File: src/rtl/ads5296_tx_serializer.sv
// ads5296_tx_serializer
// Emulates the ADS5296 LVDS output stream for board loopback and receiver
// bring-up. Each lane sends a 10-bit word MSB-first over 5 lclk cycles as
// DDR rise/fall bit pairs. A matching frame-clock pair is also driven, so
// external ODDRE1/OBUFDS primitives can drive the pins.
//
// Ports:
//   lclk           line (bit) clock, DDR; the only clock
//   rst_n          asynchronous active-low reset
//   en             transmit enable (low: zero words, fclk keeps running)
//   sync           single-cycle realign pulse
//   pattern_sel    0=data 1=const 2=ramp 3=deskew 4=sync 5-7=zeros
//   const_word     word sent on all lanes in const mode
//   din            parallel words, lane k at [10k+9:10k]
//   din_valid      din holds a valid frame
//   din_ready      frame accepted this cycle when din_valid is also high
//   dout_rise      per-lane bit for the rising edge of lclk
//   dout_fall      per-lane bit for the falling edge of lclk
//   fclk_rise      frame clock bit for the rising edge
//   fclk_fall      frame clock bit for the falling edge
//   frame_start    high in phase-0 cycles
//   underflow      sticky data-starvation flag
//   underflow_clr  clears underflow (a simultaneous set wins)
module ads5296_tx_serializer #(
  parameter int G_NUM_LANES = 8,
  parameter int RAMP_STEP   = 1
) (
  input  logic                      lclk,
  input  logic                      rst_n,
  input  logic                      en,
  input  logic                      sync,
  input  logic [2:0]                pattern_sel,
  input  logic [9:0]                const_word,
  input  logic [10*G_NUM_LANES-1:0] din,
  input  logic                      din_valid,
  output logic                      din_ready,
  output logic [G_NUM_LANES-1:0]    dout_rise,
  output logic [G_NUM_LANES-1:0]    dout_fall,
  output logic                      fclk_rise,
  output logic                      fclk_fall,
  output logic                      frame_start,
  output logic                      underflow,
  input  logic                      underflow_clr
);

  typedef enum logic [2:0] {
    PAT_DATA   = 3'd0,
    PAT_CONST  = 3'd1,
    PAT_RAMP   = 3'd2,
    PAT_DESKEW = 3'd3,
    PAT_SYNC   = 3'd4
  } pat_e;

  localparam logic [2:0] PH_LOAD = 3'd4;

  logic [2:0]                  phase, phase_nxt;
  logic                        load;
  logic [9:0]                  ramp_cnt, ramp_nxt;
  logic                        underflow_nxt;
  logic [G_NUM_LANES-1:0][9:0] shreg, shreg_nxt;
  logic [G_NUM_LANES-1:0][9:0] word_sel;
  logic [G_NUM_LANES-1:0]      rise_nxt, fall_nxt;
  logic                        fclk_rise_nxt, fclk_fall_nxt, frame_start_nxt;

  assign load      = (phase == PH_LOAD);
  assign din_ready = en & (pattern_sel == PAT_DATA) & load;

  // State register: all outputs are registered so the pins see clean edges.
  always_ff @(posedge lclk or negedge rst_n) begin
    if (!rst_n) begin
      phase       <= PH_LOAD;
      ramp_cnt    <= '0;
      underflow   <= 1'b0;
      shreg       <= '0;
      dout_rise   <= '0;
      dout_fall   <= '0;
      fclk_rise   <= 1'b0;
      fclk_fall   <= 1'b0;
      frame_start <= 1'b0;
    end else begin
      phase       <= phase_nxt;
      ramp_cnt    <= ramp_nxt;
      underflow   <= underflow_nxt;
      shreg       <= shreg_nxt;
      dout_rise   <= rise_nxt;
      dout_fall   <= fall_nxt;
      fclk_rise   <= fclk_rise_nxt;
      fclk_fall   <= fclk_fall_nxt;
      frame_start <= frame_start_nxt;
    end
  end

  // Next-state: phase, ramp counter and sticky underflow.
  always_comb begin
    phase_nxt     = phase;
    ramp_nxt      = ramp_cnt;
    underflow_nxt = underflow;

    if (sync)      phase_nxt = PH_LOAD;
    else if (load) phase_nxt = 3'd0;
    else           phase_nxt = phase + 3'd1;

    if (sync)             ramp_nxt = '0;
    else if (load && en)  ramp_nxt = ramp_cnt + 10'(RAMP_STEP);

    if (din_ready && !din_valid) underflow_nxt = 1'b1;
    else if (underflow_clr)      underflow_nxt = 1'b0;
  end

  // Word selection for the load cycle.
  always_comb begin
    word_sel = '0;
    for (int unsigned k = 0; k < G_NUM_LANES; k++) begin
      if (en) begin
        case (pattern_sel)
          PAT_DATA:   word_sel[k] = din_valid ? din[10*k +: 10] : 10'h000;
          PAT_CONST:  word_sel[k] = const_word;
          PAT_RAMP:   word_sel[k] = ramp_cnt + 10'(k);
          PAT_DESKEW: word_sel[k] = 10'b1010101010;
          PAT_SYNC:   word_sel[k] = 10'b1111100000;
          default:    word_sel[k] = 10'h000;
        endcase
      end
    end
  end

  // Output values for the coming cycle. The outputs are computed for
  // phase_nxt, so a word loaded now shows its MSB pair in phase 0 and the
  // shift register keeps only the bits still to be sent. A sync in the load
  // cycle skips the load, discarding that word.
  always_comb begin
    shreg_nxt = '0;
    rise_nxt  = '0;
    fall_nxt  = '0;
    for (int unsigned k = 0; k < G_NUM_LANES; k++) begin
      if (load && !sync) begin
        rise_nxt[k]  = word_sel[k][9];
        fall_nxt[k]  = word_sel[k][8];
        shreg_nxt[k] = {word_sel[k][7:0], 2'b00};
      end else begin
        rise_nxt[k]  = shreg[k][9];
        fall_nxt[k]  = shreg[k][8];
        shreg_nxt[k] = {shreg[k][7:0], 2'b00};
      end
    end
    // Five bit-times high then five low, rising edge aligned to bit 9.
    fclk_rise_nxt   = (phase_nxt <= 3'd2);
    fclk_fall_nxt   = (phase_nxt <= 3'd1);
    frame_start_nxt = (phase_nxt == 3'd0);
  end

endmodule

File: config.mk
export PLATFORM = sky130hd
export DESIGN_NAME = ads5296_tx_serializer
export DESIGN_NICKNAME = d
export VERILOG_FILES = /design/src/rtl/ads5296_tx_serializer.sv
export SDC_FILE = /design/constraint.sdc
export NUM_CORES = 1
export LEC_CHECK = 0
export ABC_AREA = 1
export CORE_MARGIN = 4
export CORE_UTILIZATION = 45
export DETAILED_ROUTE_END_ITERATION = 12
export DONT_BUFFER_PORTS = 1
export SLEW_MARGIN = 10
export SYNTH_ARGS = -nofsm -noshare
export SYNTH_HDL_FRONTEND = slang
export SYNTH_SLANG_ARGS = --single-unit
File: constraint.sdc
create_clock -name lclk -period 2.35 [get_ports lclk]
set_clock_uncertainty 0.15 [all_clocks]
set_input_delay 0.5875 -clock lclk [delete_from_list [all_inputs] [get_ports lclk]]
set_output_delay 0.5875 -clock lclk [all_outputs]
set_load 0.01 [all_outputs]
[Word level (Yosys, flattened, before mapping)]
Index checks and enable logic that the tools add are counted.
Word-level totals
  bits in registers: 113
  bits of input ports: 99
  output and inout bits: 21
  word-level logic and storage cells: 96
Cells by class
  mux-type cells: 54
  add/subtract/negate cells: 8
  bitwise operators: 2
  order comparisons: 2
  reductions and logical operators: 9
  equality and inequality tests: 5
Operators by type and width (number)
  10-bit one-hot mux with 5 select lines: 8
  10-bit 2-to-1 mux: 26
  10-bit by 3-bit adder with 10-bit output (second input constant): 4
  10-bit by 2-bit adder with 10-bit output (second input constant): 2
  1-bit 2-to-1 mux: 18
  10-bit by 1-bit adder with 10-bit output (second input constant): 1
  3-bit by 2-bit == test with 1-bit output (second input constant): 2
  3-bit == test (second input constant): 2
  3-bit zero test: 2
  3-bit 2-to-1 mux: 2
  2-bit nonzero test: 2
  3-bit by 1-bit adder with 3-bit output (second input constant): 1
  3-bit by 1-bit == test with 1-bit output (second input constant): 1
  3-bit by 1-bit less-or-equal comparator with 1-bit output (second input constant): 1
  3-bit by 2-bit less-or-equal comparator with 1-bit output (second input constant): 1
  1-bit logical AND: 3
  1-bit bitwise AND: 2
  1-bit zero test: 2

[Depth between registers and ports, before layout]
  word-level depth: 5
  gate-level depth with buffers: 11
  gate-level depth less buffers: 11

[Worst setup path before layout]
OpenSTA, ideal clock, no wires.
  path type: input port to output port
  start point: input pattern_sel[0]
  end point: output din_ready
  data required time: 1.612 ns
  data arrival time: 1.291 ns
  buffers on the path: 2
  stages: 5
  setup slack: 0.322 ns
  path through: buf_4 -> nor2_4 -> nand2_2 -> buf_2 -> nor2_1
Between the ends
  word-level cells in the longest chain between the ends: 3
Ends and longest elaborated chain
  start: declaration: RTL line 32  | input logic [2:0] pattern_sel,
  3-bit zero test: RTL line 66  | assign din_ready = en & (pattern_sel == PAT_DATA) & load;
  1-bit bitwise AND (2 in series): RTL line 66
  end: declaration: RTL line 36  | output logic din_ready,
Every way passes these cells.

[Worst setup path in the final report]
  start point: register phase[0]
  end point: output din_ready
Between the ends
  word-level cells in the longest chain between the ends: 2
Ends and longest elaborated chain
  start: declaration: RTL line 56  | logic [2:0] phase, phase_nxt;
  start signal: assignment: RTL line 81  | phase <= phase_nxt;
  3-bit == test: RTL line 65  | assign load = (phase == PH_LOAD);
  1-bit bitwise AND: RTL line 66
Every way passes these cells.

==> summary.txt <==
Yosys
  – Synth Area per Inst: 6.69 um^2
  – Area fraction of the dominant cell type after synthesis: 40.8%
  – Cell taking the most area after synthesis: dfrtp_1
  – YS warnings: 0
  – Mux cell area share after synthesis: 0%
  – Simple-Gate Fraction of Synth Area: 43.5%
  – Cell Area, Synth: 0.00588 mm^2
  – Compound-Gate Fraction of Synth Area: 5.15%
  – Sequential area share after synthesis: 41.3%
  – #FFs+latches synth: 97
  – Yosys cell types: 24
  – Post-Synthesis Cells: 879
  – Synth area leaders: dfrtp_1 (41%), nand2_1 (27%), nand3_1 (10%), nor2_1 (4.0%), inv_1 (3.4%)
  – Area share of fa/ha/maj cells after synthesis: 2.13%
  – XOR/XNOR Fraction of Synth Area: 0.149%
  – Net Count, Synth: 988
  – Largest family of logic cells by synthesized area: simple AND/OR/NAND/NOR gates

Finish
  – Layout cell share with drive strength beyond 1: 6.51%
  – Area growth from synthesis to layout: 7.44%
  – Post-Layout Inst Area: 0.00632 mm^2
  – Final core occ: 49.7%
  – Most frequent cells in the layout: nand2_1 (420), nand3_1 (118), dfrtp_1 (96)
  – Most common cell after layout, fill and taps aside: nand2_1
  – N_diodes: 0
  – Final net count: 979
  – Final non-filler cell total: 1047

Critical path
  – Worst path top cell family by delay: simple AND/OR/NAND/NOR gates
  – Slowest cell delay on critical path: 0.38 ns
  – Crit path buf inv count: 1
  – Arrival time at the worst endpoint: 1.41 ns
  – Critical path class: reg2out
  – Slowest CP cell: dfrtp_1
  – R2R Setup Slk: 0.25 ns
  – Reg-to-reg critical path endpoint: dout_rise[7]
  – Crit path max fanout: 2
  – Critical Path RT: 1.61 ns
  – FF-to-FF path depth: 9
  – CP Capture Type: output pin
  – Cell Chain, Critical Path: inv_1 > ha_1 > nand3_1 > nor2_1
  – Startpoint Class: flop
  – Critical Path Source: phase[0]
  – WP depth: 4
  – Worst setup endpoint: din_ready
  – Reg-to-Reg Start: ramp_cnt[2]

Routing
  – Vias per std cell: 5.19
  – Routed wire length: 17700 um
  – DR iter-0 viols: 347
  – Antenna Nets Post-Route: 0
  – First-pass DRT Iterations: 5
  – DRC: 0
  – Drt wl/cell: 16.9 um
  – DR vias: 5435

Power
  – Leakage: 3.55 nW
  – Worst VDD drop: 431 uV
  – Pwr Density: 700 mW/mm^2
  – Power Total: 4.43 mW

Clock network
  – Clk buf depth: 2
  – Clk sink count: 97
  – H-tree lvl count: 3
  – Root Buffer Master: clkbuf_16
  – Clk pin slew, worst setup/hold paths: 0.07 ns
  – CTS Buf Count: 9
  – Clk Latency, worst-skew pair: 0.35 ns
  – CTS tree: done
  – Post-CTS Setup Inserts: 0
  – Post-CTS Resized: 0

Place
  – Post-placement cell count: 1031
  – Cell area after placement: 0.00602 mm^2
  – Port buffer count: 0
  – Final Wtd Congestion: 0.947
  – Hpwl dp: 13500 um
  – Dpl ws: 0.292 ns

Timing
  – Slew Viols, Final: 0
  – Final worst path period share: 91.4%
  – Final hold vios: 97
  – Fmax: 465 MHz
  – Least-Margin Pin Slew: 0.460 ns
  – Max-Slew Margin vs Limit: 69.3%
  – RSZ-0062 raised after global routing: no
  – Hold slack: -0.225 ns
  – Final setup margin: 0.201 ns
  – Fin Setup TNS: 0 ns
  – Minimum clock period: 2.15 ns
  – Final setup vio count: 0

Global route
  – First-pass GRT wire length: 27800 um
  – Gr usage total: 24.4%
  – GR Overflow Total: 0
  – Vias in the first global route: 5271
  – Largest net degree at the start of global routing: 98
  – Antenna violations before repair: 0

Die
  – Die W: 122 um
  – Initial core utilization: 46.2%
  – Core Area: 0.0127 mm^2
  – DIE HEIGHT: 122 um
  – I/O pins: 120
  – Row count: 41
  – Die area: 0.0150 mm^2

Status
  – Status: finished, violations left
  – Failing checks: negative hold slack

Hold path
  – HP Class: in2async

Flow run
  – Number of max-cap violations: 0
==> final cells by class <==
cell class              count  area, um^2
fillers                  1369        6400
multi-input cells         684        2990
flip-flops and latches     97        2430
clock buffers              10         239
inverters                  61         229
well taps                 172         215
repair buffers             17         153
clock inverters             6        62.6
==> cell usage after synthesis <==
cell type,number
a21oi_1,2
nor3_1,2
buf_6,5
xnor2_1,1
nor2_1,63
nand2_2,3
inv_2,7
o22ai_1,4
ha_1,10
nand3b_1,1
nand4_1,1
nor2_2,7
o21ai_0,27
buf_4,10
nand3_1,118
inv_1,54
nand2_1,420
buf_2,14
o21ai_1,4
o211ai_1,15
clkbuf_1,8
dfrtp_1,96
dfstp_2,1
nor2_4,6
==> logic make-up after synthesis <==
kind of cell | after synthesis
AO/OA/AOI/OAI | 52
adder cells (fa/ha/maj) | 10
buffers and inverters | 98
AND/OR/NAND/NOR | 621
flip-flops | 97
XOR/XNOR | 1
==> state kept, by name (all words and copies together) (netlist names) <==
register	count
shreg	64
underflow	1
fclk_rise	1
dout_fall	8
dout_rise	8
ramp_cnt	10
frame_start	1
fclk_fall	1
phase	3
==> worst min path at each step <==
stage,endpoint,start,cells past startpoint,slack [ns]
CTS,dout_rise[1],rst_n,0,-0.24
finish,shreg[29],rst_n,0,-0.23
floorplan,dout_fall[0],rst_n,0,0.14
global route,shreg[29],rst_n,0,-0.24
global placement,shreg[29],rst_n,0,0.14
detailed placement,dout_rise[2],rst_n,0,0.15
==> power by group <==
group / internal, mW / total, mW / switching, mW
clock: 0.773 / 1.48 / 0.704
combinational: 0.277 / 0.966 / 0.689
sequential: 1.87 / 1.98 / 0.111
==> routing by layer <==
| metal | wire [um] | track usage, % | share of wire [%] | vias to the layer above |
|---|---|---|---|---|
| li1 | - | - | - | 2741 |
| met2 | 8410 | 40.1 | 47 | 153 |
| met3 | 936 | 4.93 | 5.3 | 27 |
| met5 | 0 | 0 | 0 | - |
| met4 | 536 | 9.66 | 3.0 | 0 |
| met1 | 7850 | 31.7 | 44 | 2514 |
(Power assumes the default switching activity.)
